[src/rtl/mux_scan_sequencer_if.sv]
// Select handshake between the scan sequencer and the mux consumer.
//
// Signals:
//   sel        select value driven to the mux S input
//   sel_valid  sel has settled and is offered to the consumer
//   sel_ready  consumer accepts the current select
//
// Modports:
//   master  the sequencer side (drives sel/sel_valid, observes sel_ready)
//   slave   the consumer side (observes sel/sel_valid, drives sel_ready)
interface mux_scan_sequencer_if #(
    parameter int unsigned SEL_W = 4
) ();

    logic [SEL_W-1:0] sel;
    logic             sel_valid;
    logic             sel_ready;

    modport master (
        output sel,
        output sel_valid,
        input  sel_ready
    );

    modport slave (
        input  sel,
        input  sel_valid,
        output sel_ready
    );

endinterface

[src/rtl/mux_scan_sequencer.sv]
// Upstream select generator for the 16-input bus multiplexer.
//
// Walks the enabled channels of a latched channel mask in ascending order. Each enabled
// channel is driven onto sel, held for a programmable settle time, then offered to the
// downstream consumer with a valid/ready handshake. Single-sweep and continuous (wrapping)
// scans are supported; a continuous scan is ended by stop at the end of the current sweep.
//
// Ports:
//   clk         system clock, rising edge
//   rst         synchronous active-high reset
//   start       begin a scan (only honoured while idle)
//   stop        end a continuous scan after the current sweep
//   continuous  1 = wrap after the last channel, 0 = single sweep (latched at start)
//   ch_mask     channel enables, bit i = channel i (latched at start)
//   dwell       settle cycles per channel before presenting (latched at start)
//   busy        high whenever a scan is in progress
//   done        one-cycle pulse when a scan ends normally
//   err_empty   one-cycle pulse when start is seen with an all-zero mask
//   sel_if      select handshake (sel, sel_valid out; sel_ready in)
module mux_scan_sequencer #(
    parameter int unsigned N_CH    = 16,
    parameter int unsigned SEL_W   = 4,
    parameter int unsigned DWELL_W = 8
) (
    input  logic                 clk,
    input  logic                 rst,
    input  logic                 start,
    input  logic                 stop,
    input  logic                 continuous,
    input  logic [N_CH-1:0]      ch_mask,
    input  logic [DWELL_W-1:0]   dwell,
    output logic                 busy,
    output logic                 done,
    output logic                 err_empty,
    mux_scan_sequencer_if.master sel_if
);

    typedef enum logic [1:0] {
        StIdle,
        StSearch,
        StSettle,
        StPresent
    } state_e;

    localparam logic [SEL_W-1:0]   LastIdx = SEL_W'(N_CH - 1);
    localparam logic [DWELL_W-1:0] CntOne  = DWELL_W'(1);

    state_e             state_q;
    logic               start_pend_q;  // start seen in idle, scan begins next edge
    logic [N_CH-1:0]    mask_q;
    logic [DWELL_W-1:0] dwell_q;
    logic [DWELL_W-1:0] cnt_q;
    logic               cont_q;
    logic               stop_q;
    logic [SEL_W-1:0]   idx_q;
    logic [SEL_W-1:0]   sel_q;
    logic               valid_q;
    logic               busy_q;
    logic               done_q;
    logic               err_q;

    logic idx_last;
    logic idx_hit;
    logic wrap;

    assign idx_last = (idx_q == LastIdx);
    assign idx_hit  = mask_q[idx_q];
    // A stop arriving on the very edge that ends a sweep still counts.
    assign wrap     = cont_q && !(stop_q || stop);

    always_ff @(posedge clk) begin
        if (rst) begin
            state_q      <= StIdle;
            start_pend_q <= 1'b0;
            mask_q       <= '0;
            dwell_q      <= '0;
            cnt_q        <= '0;
            cont_q       <= 1'b0;
            stop_q       <= 1'b0;
            idx_q        <= '0;
            sel_q        <= '0;
            valid_q      <= 1'b0;
            busy_q       <= 1'b0;
            done_q       <= 1'b0;
            err_q        <= 1'b0;
        end else begin
            done_q <= 1'b0;
            err_q  <= 1'b0;

            if (busy_q && stop) begin
                stop_q <= 1'b1;
            end

            unique case (state_q)
                StIdle: begin
                    // Start is taken one edge after it is sampled: configuration is
                    // latched first, then the scan (or the empty-mask error) follows.
                    if (start_pend_q) begin
                        start_pend_q <= 1'b0;
                        if (mask_q == '0) begin
                            err_q <= 1'b1;
                        end else begin
                            idx_q   <= '0;
                            busy_q  <= 1'b1;
                            state_q <= StSearch;
                        end
                    end else if (start) begin
                        start_pend_q <= 1'b1;
                        mask_q       <= ch_mask;
                        dwell_q      <= dwell;
                        cont_q       <= continuous;
                    end
                end

                StSearch: begin
                    // One index examined per cycle.
                    if (idx_hit) begin
                        sel_q <= idx_q;
                        if (dwell_q == '0) begin
                            valid_q <= 1'b1;
                            state_q <= StPresent;
                        end else begin
                            cnt_q   <= dwell_q;
                            state_q <= StSettle;
                        end
                    end else if (!idx_last) begin
                        idx_q <= idx_q + 1'b1;
                    end else if (wrap) begin
                        idx_q <= '0;
                    end else begin
                        done_q  <= 1'b1;
                        busy_q  <= 1'b0;
                        stop_q  <= 1'b0;
                        state_q <= StIdle;
                    end
                end

                StSettle: begin
                    // Exactly dwell cycles spent here, leaving when the count reaches one.
                    if (cnt_q == CntOne) begin
                        valid_q <= 1'b1;
                        state_q <= StPresent;
                    end else begin
                        cnt_q <= cnt_q - 1'b1;
                    end
                end

                StPresent: begin
                    if (valid_q && sel_if.sel_ready) begin
                        valid_q <= 1'b0;
                        if (!idx_last) begin
                            idx_q   <= idx_q + 1'b1;
                            state_q <= StSearch;
                        end else if (wrap) begin
                            idx_q   <= '0;
                            state_q <= StSearch;
                        end else begin
                            done_q  <= 1'b1;
                            busy_q  <= 1'b0;
                            stop_q  <= 1'b0;
                            state_q <= StIdle;
                        end
                    end
                end

                default: begin
                    state_q <= StIdle;
                end
            endcase
        end
    end

    assign sel_if.sel       = sel_q;
    assign sel_if.sel_valid = valid_q;
    assign busy             = busy_q;
    assign done             = done_q;
    assign err_empty        = err_q;

endmodule

[src/flat_wrapper.sv]
// flat-port wrapper written by rule: the top's interface ports become plain ports
module mux_scan_sequencer_flat 
#(
    parameter int unsigned N_CH    = 16,
    parameter int unsigned SEL_W   = 4,
    parameter int unsigned DWELL_W = 8
)
  (clk, rst, start, stop, continuous, ch_mask, dwell, busy, done, err_empty, sel_if_sel, sel_if_sel_valid, sel_if_sel_ready);
  mux_scan_sequencer_if #(.SEL_W(SEL_W)) sel_if_i ();
  input  logic clk;
  input  logic rst;
  input  logic start;
  input  logic stop;
  input  logic continuous;
  input  logic [N_CH-1:0] ch_mask;
  input  logic [DWELL_W-1:0] dwell;
  output logic busy;
  output logic done;
  output logic err_empty;
  output wire logic [$bits(sel_if_i.sel)-1:0] sel_if_sel;
  output wire logic [$bits(sel_if_i.sel_valid)-1:0] sel_if_sel_valid;
  input wire logic [$bits(sel_if_i.sel_ready)-1:0] sel_if_sel_ready;
  assign sel_if_sel = sel_if_i.sel;
  assign sel_if_sel_valid = sel_if_i.sel_valid;
  assign sel_if_i.sel_ready = sel_if_sel_ready;
  mux_scan_sequencer #(.N_CH(N_CH), .SEL_W(SEL_W), .DWELL_W(DWELL_W)) u_core (.clk(clk), .rst(rst), .start(start), .stop(stop), .continuous(continuous), .ch_mask(ch_mask), .dwell(dwell), .busy(busy), .done(done), .err_empty(err_empty), .sel_if(sel_if_i));
endmodule
[config.mk]
export PLATFORM = sky130hd
export DESIGN_NAME = mux_scan_sequencer_flat
export DESIGN_NICKNAME = d
export VERILOG_FILES = /design/src/rtl/mux_scan_sequencer_if.sv /design/src/rtl/mux_scan_sequencer.sv /design/src/flat_wrapper.sv
export SDC_FILE = /design/constraint.sdc
export NUM_CORES = 1
export LEC_CHECK = 0
export CORE_MARGIN = 2
export CORE_UTILIZATION = 55
export CTS_BUF_LIST = sky130_fd_sc_hd__clkbuf_16
export DETAILED_ROUTE_END_ITERATION = 12
export DONT_BUFFER_PORTS = 1
export PLACE_DENSITY_LB_ADDON = 0.08
export SLEW_MARGIN = 15
export SYNTH_ARGS = -nofsm -noshare
export SYNTH_HDL_FRONTEND = slang
export SYNTH_SLANG_ARGS = --single-unit
[constraint.sdc]
create_clock -name clk -period 4.2 [get_ports clk]
set_clock_uncertainty 0.1 [all_clocks]
set_input_delay 0.42 -clock clk [delete_from_list [all_inputs] [get_ports clk]]
set_output_delay 0.42 -clock clk [all_outputs]
set_load 0.1 [all_outputs]
* After elaboration in Yosys (flattened, before gate mapping)
Cells that the tools add are included.
** Storage, ports and cells
- Memories kept :: 0
- Word-level logic and storage cells :: 102
- RAM bits :: 0
- Bits of input ports :: 30
- Register bits after elaboration :: 49
- Bits in latches :: 0
- ROM bits :: 0
** Cells by class
- Bitwise logic cells :: 2
- Eq/ne operators :: 16
- Shifts and indexed selects :: 0
- $add $sub $neg :: 2
- Divide/modulo/power cells :: 0
- $lt $le $gt $ge :: 1
- Reduce and logical (&&, ||, !) cells :: 18
- Mux-type cells :: 50
- Multipliers :: 0
** Operator list (count)
- 1-bit 2-to-1 mux :: 25
- 4-bit 2-to-1 mux :: 6
- 8-bit 2-to-1 mux :: 3
- 16-bit zero test :: 1
- 2-bit 2-to-1 mux :: 8
- 8-bit case mux with 2 select lines :: 1
- 4-bit case mux with 3 select lines :: 1
- 2-bit by 1-bit inequality test with 1-bit output, second input constant :: 5
- 5-bit AND reduction :: 2
- 8-bit by 1-bit == test with 1-bit output, second input constant :: 1
- 8-bit zero test :: 1
- 2-bit inequality test, second input constant :: 4
- 2-bit case mux with 4 select lines :: 1
- 8-bit by 1-bit subtractor with 8-bit output, second input constant :: 1
- 1-bit case mux with 3 select lines :: 2
- 6-bit AND reduction :: 1
- 3-bit nonzero test :: 2
- 4-bit by 5-bit < comparator with 1-bit output, second input constant :: 1
- 4-bit by 1-bit adder with 4-bit output, second input constant :: 1
- 1-bit binary-select mux with 4-bit select :: 1
- 2-bit == test, second input constant :: 2
- 4-bit == test, second input constant :: 1
- 1-bit case mux with 2 select lines :: 2
- 4-bit AND reduction :: 1
- other kinds (12) :: 15

* Logic depth before layout (Yosys ltp)
- Depth in word-level cells :: 7
- Mapped depth :: 8
- Mapped depth without buffers :: 7

* Least setup slack after synthesis
OpenSTA, ideal clock, no wires.
- Path type :: register -> register
- From :: reg u_core.valid_q (netlist: u_core.sel_if.sel_valid)
- To :: reg u_core.idx_q[3]
- Data required time :: 3.983 ns
- Arrival time :: 2.028 ns
- Cell stages (with the launch flop) :: 7
- Library setup time :: 0.117 ns
- Path buffers :: 0
- Setup slack :: 1.955 ns
- Cells stage by stage :: dfxtp_1 -> nand3_1 -> o21ai_0 -> o21ai_1 -> nor4b_4 -> nand2_1 -> a32o_1
** On the way
- Word-level cells in the longest chain between the ends :: 3
** RTL lines
- start: declaration :: line mux_scan_sequencer.sv:57 : logic valid_q;
- start signal: assignment :: line mux_scan_sequencer.sv:82 : valid_q <= 1'b0;
- start signal: assignment :: line mux_scan_sequencer.sv:120 : valid_q <= 1'b1;
- start signal: assignment :: line mux_scan_sequencer.sv:141 : valid_q <= 1'b1;
- 1-bit logical AND :: line mux_scan_sequencer.sv:149 : if (valid_q && sel_if.sel_ready) begin
- 2-bit by 1-bit inequality test with 1-bit output (no source line)
- 5-bit AND reduction (no source line)
- end signal: assignment :: line mux_scan_sequencer.sv:127 : idx_q <= idx_q + 1'b1;
- end signal: assignment :: line mux_scan_sequencer.sv:152 : idx_q <= idx_q + 1'b1;
- end: declaration :: line mux_scan_sequencer.sv:55 : logic [SEL_W-1:0] idx_q;
No other way between the ends.
A chain may end at the register's enable or synchronous reset.

* Worst setup path after layout
- From :: reg u_core.idx_q[0]
- To :: reg u_core.cnt_q[2]
** On the way
- Word-level cells in the longest chain between the ends :: 4
** RTL lines
- 1-bit binary-select mux with 4-bit select :: line mux_scan_sequencer.sv:67 : assign idx_hit = mask_q[idx_q];
- 1-bit 2-to-1 mux (implied by the code) :: line mux_scan_sequencer.sv:67
- 2-bit by 1-bit inequality test with 1-bit output (no source line)
- 4-bit AND reduction (no source line)
- end signal: assignment :: line mux_scan_sequencer.sv:123 : cnt_q <= dwell_q;
- end signal: assignment :: line mux_scan_sequencer.sv:144 : cnt_q <= cnt_q - 1'b1;
- end: declaration :: line mux_scan_sequencer.sv:52 : logic [DWELL_W-1:0] cnt_q;
No other way between the ends. The select of a mux whose other input is x is not followed.

==> metrics.csv <==
metric;value;unit
result_of_the_run;complete, no violations;
average_instance_area_after_synthesis;7.67;sq um
multi_input_comb_area;1360;sq um
worst_setup_path_type;register to register;
cts_max_level;2;
average_wire_length_per_cell_after_detail_routing;15.3;um
leading_cell_type_in_the_layout_fill_and_taps_excluded;nand2_1;
switching_share_of_power;0.299;
drt_pass1_iterations;4;
worst_ep_arrival_time;3060;ps
hold_buffers;0;
overall_overflow_remaining_after_global_route;0;
ctsResizeCount;0;
rsz0062_at_grt;false;
dp_hpwl;3.88;mm
dr.first_iter.drc_count;253;
placement.setup.worst_slack;1300;ps
maxSlewHeadroom;0.331;
most_frequent_cells_in_the_layout;78 x nand2_1, 49 x dfxtp_1, 39 x a21oi_1;
synth.area.top_cells;dfxtp_1 40%, nand2_1 12%, a21oi_1 7.9%;
switchingPower;0.335;mW
ioPinCount;38;
power_density;432;nW/um^2
min_period_over_period;0.700;
syn_to_final_growth;5.54;%
hold_path.class;input pin to register;
required;4320;ps
timing.critical_path.cells;mux4_2, o22ai_2, nor3_2, nor2_1, mux2_1, o21ai_1;
worstMarginPinSlew;1000;ps
path_max_fanout;13;
number_of_max_cap_violations;0;
hold_path_depth;1;
cts_tree;yes;
fmax;340;MHz
largest_net_degree_at_the_start_of_global_routing;47;
vias;2158;
postCtsSetupBuffers;0;
remaining_drc_errors;0;
fp.coreArea;4320;sq um
vdd_drop_max;0.321;mV
initial_core_util;0.569;
dieArea;5030;sq um
ant_nets;0;
fp-row-count;24;
synth.yosys.seq_area_share;0.398;
yosysUniqueCellTypes;51;
utilization;0.601;
post-synth-top-area-fraction;0.398;
synthesized_netlist_cell_count;321;
gp_routability_congestion;0.909;
grt_first_pass_wirelength;9.59;mm
cts_inserted_buffers;5;
grt_usage;0.236;
critPathCaptureType;register;
clkLatencyLatePin;290;ps
die_x;70.9;um
nets;344;
leakage;0.908;nW
fin_crit;2940;ps
sequential_power_share;0.485;
timing.final.ws_setup;1260;ps
port_buffers;0;
antenna_found_initial;0;
clock_power_share;0.356;
drv_slew;0;
yosys_warnings;0;
ff_latch_area;981;sq um
power.combinational.fraction;0.159;
cts.root.buffer_cell;clkbuf_16;
synth_seq_cells;49;
clk_pin_slew_worst_paths;70;ps
r2r_cells;6;
worst_path_max_delay_cell;nor2_1;
max_buffers_root_to_sink;2;
timing.final.hold_violations;0;
report.final.setup_viol;0;
netlist_area;2460;sq um
via_count_of_the_first_global_routing_pass;1967;
drt-vias-per-instance;5.93;
drive_above_1_share;0.0609;
route.final.wire_length;5.55;mm
die_height;70.9;um
antenna_cells;0;
nFillCells;424;
cts.sink_count;49;
mappedNetlistNets;354;
post-synth-top-area-cell;dfxtp_1;
critPathMaxStageDelay;740;ps
total_neg_setup_slack;0;ps
cp-start-kind;register;
intPower;0.786;mW
==> logic make-up (layout without fill, tap and decap cells) <==
kind of cell,Yosys count,count (layout),synth area share
adder cells (fa/ha/maj),3,3,0.0152
buffers and inverters,27,18,0.0488
AND/OR/NAND/NOR,145,145,0.271
multiplexers,10,10,0.0473
AO/OA/AOI/OAI,87,87,0.219
flip-flops,49,49,0.398
==> routing by layer <==
metal | part of all wire | vias to the layer above | GRT usage
met2 | 0.40 | 68 | 0.341
met4 | 0.0074 | 0 | 0.0503
li1 | - | 1102 | -
met1 | 0.53 | 984 | 0.362
met3 | 0.063 | 4 | 0.0499
met5 | 0 | - | 0
==> power by group through the flow <==
stage | registers, mW | logic (mW) | clock network [mW]
finish | 0.544 | 0.179 | 0.399
global route | 0.550 | 0.203 | 0.424
CTS | 0.544 | 0.178 | 0.405
detailed placement | 0.554 | 0.177 | 0
global placement | 0.554 | 0.175 | 0
floorplan | 0.541 | 0.156 | 0
==> sequential cells by signal, indices dropped and copies added (netlist names), named ones only <==
| name | count |
|---|---|
| u_core.busy | 1 |
| u_core.cont_q | 1 |
| u_core.start_pend_q | 1 |
| u_core.cnt_q | 8 |
| u_core.dwell_q | 8 |
| u_core.mask_q | 16 |
| u_core.state_q | 1 |
| u_core.sel_if.sel_valid | 1 |
| u_core.stop_q | 1 |
| u_core.done | 1 |
| u_core.idx_q | 4 |
| u_core.sel_if.sel | 4 |
| u_core.err_empty | 1 |
==> critical path, delay by kind of cell, from the launching register on <==
family,cells,cell delay (ps)
multiplexers,2,960
AND/OR/NAND/NOR,2,890
flip-flops,1,620
AO/OA/AOI/OAI,2,300
==> final cells by class <==
cell class,count,area share
clock buffer,5,0.0481
sequential,49,0.377
timing repair buffer,2,0.00578
clock inverter,3,0.00818
tap,52,0.0250
inverter,8,0.0116
multi-input combinational,245,0.524
==> through the flow <==
step	hold WS, ps	power [mW]	cells	instance area (sq um)
after floorplan	334	0.698	321	2460
after global placement	348	0.729	356	2450
after detailed placement	349	0.731	356	2450
after CTS	92.0	1.13	364	2600
after global routing	85.8	1.18	364	2600
final	95.2	1.12	364	2600
==> synth_stat cells, drive strengths merged <==
cell,instances
nand2,78
dfxtp,49
a21oi,39
nor2,26
o21ai,20
clkbuf,14
inv,8
nor4,7
mux2i,6
nand2b,6
nor3,6
buf,5
nand3,4
o22ai,4
a21boi,3
a31oi,3
ha,3
mux2,3
nor3b,3
nor4b,3
o21a,3
or3,3
a2111oi,2
and2,2
and3,2
nand4,2
o31ai,2
o32ai,2
or2,2
a211oi,1
a221oi,1
a22o,1
a32o,1
mux4,1
nand4b,1
o211ai,1
o2bb2ai,1
o311a,1
o311ai,1
o32a,1
==> final timing paths <==
path                                      start                   end  slack, ps
worst min-delay path                        rst  u_core.sel_if.sel[0]        100
worst max register to register  u_core.idx_q[0]       u_core.cnt_q[2]       1260
worst max-delay path            u_core.idx_q[0]       u_core.cnt_q[2]       1260
worst min register to register    u_core.cont_q         u_core.cont_q        350
Power figures use the tool's default switching activity.
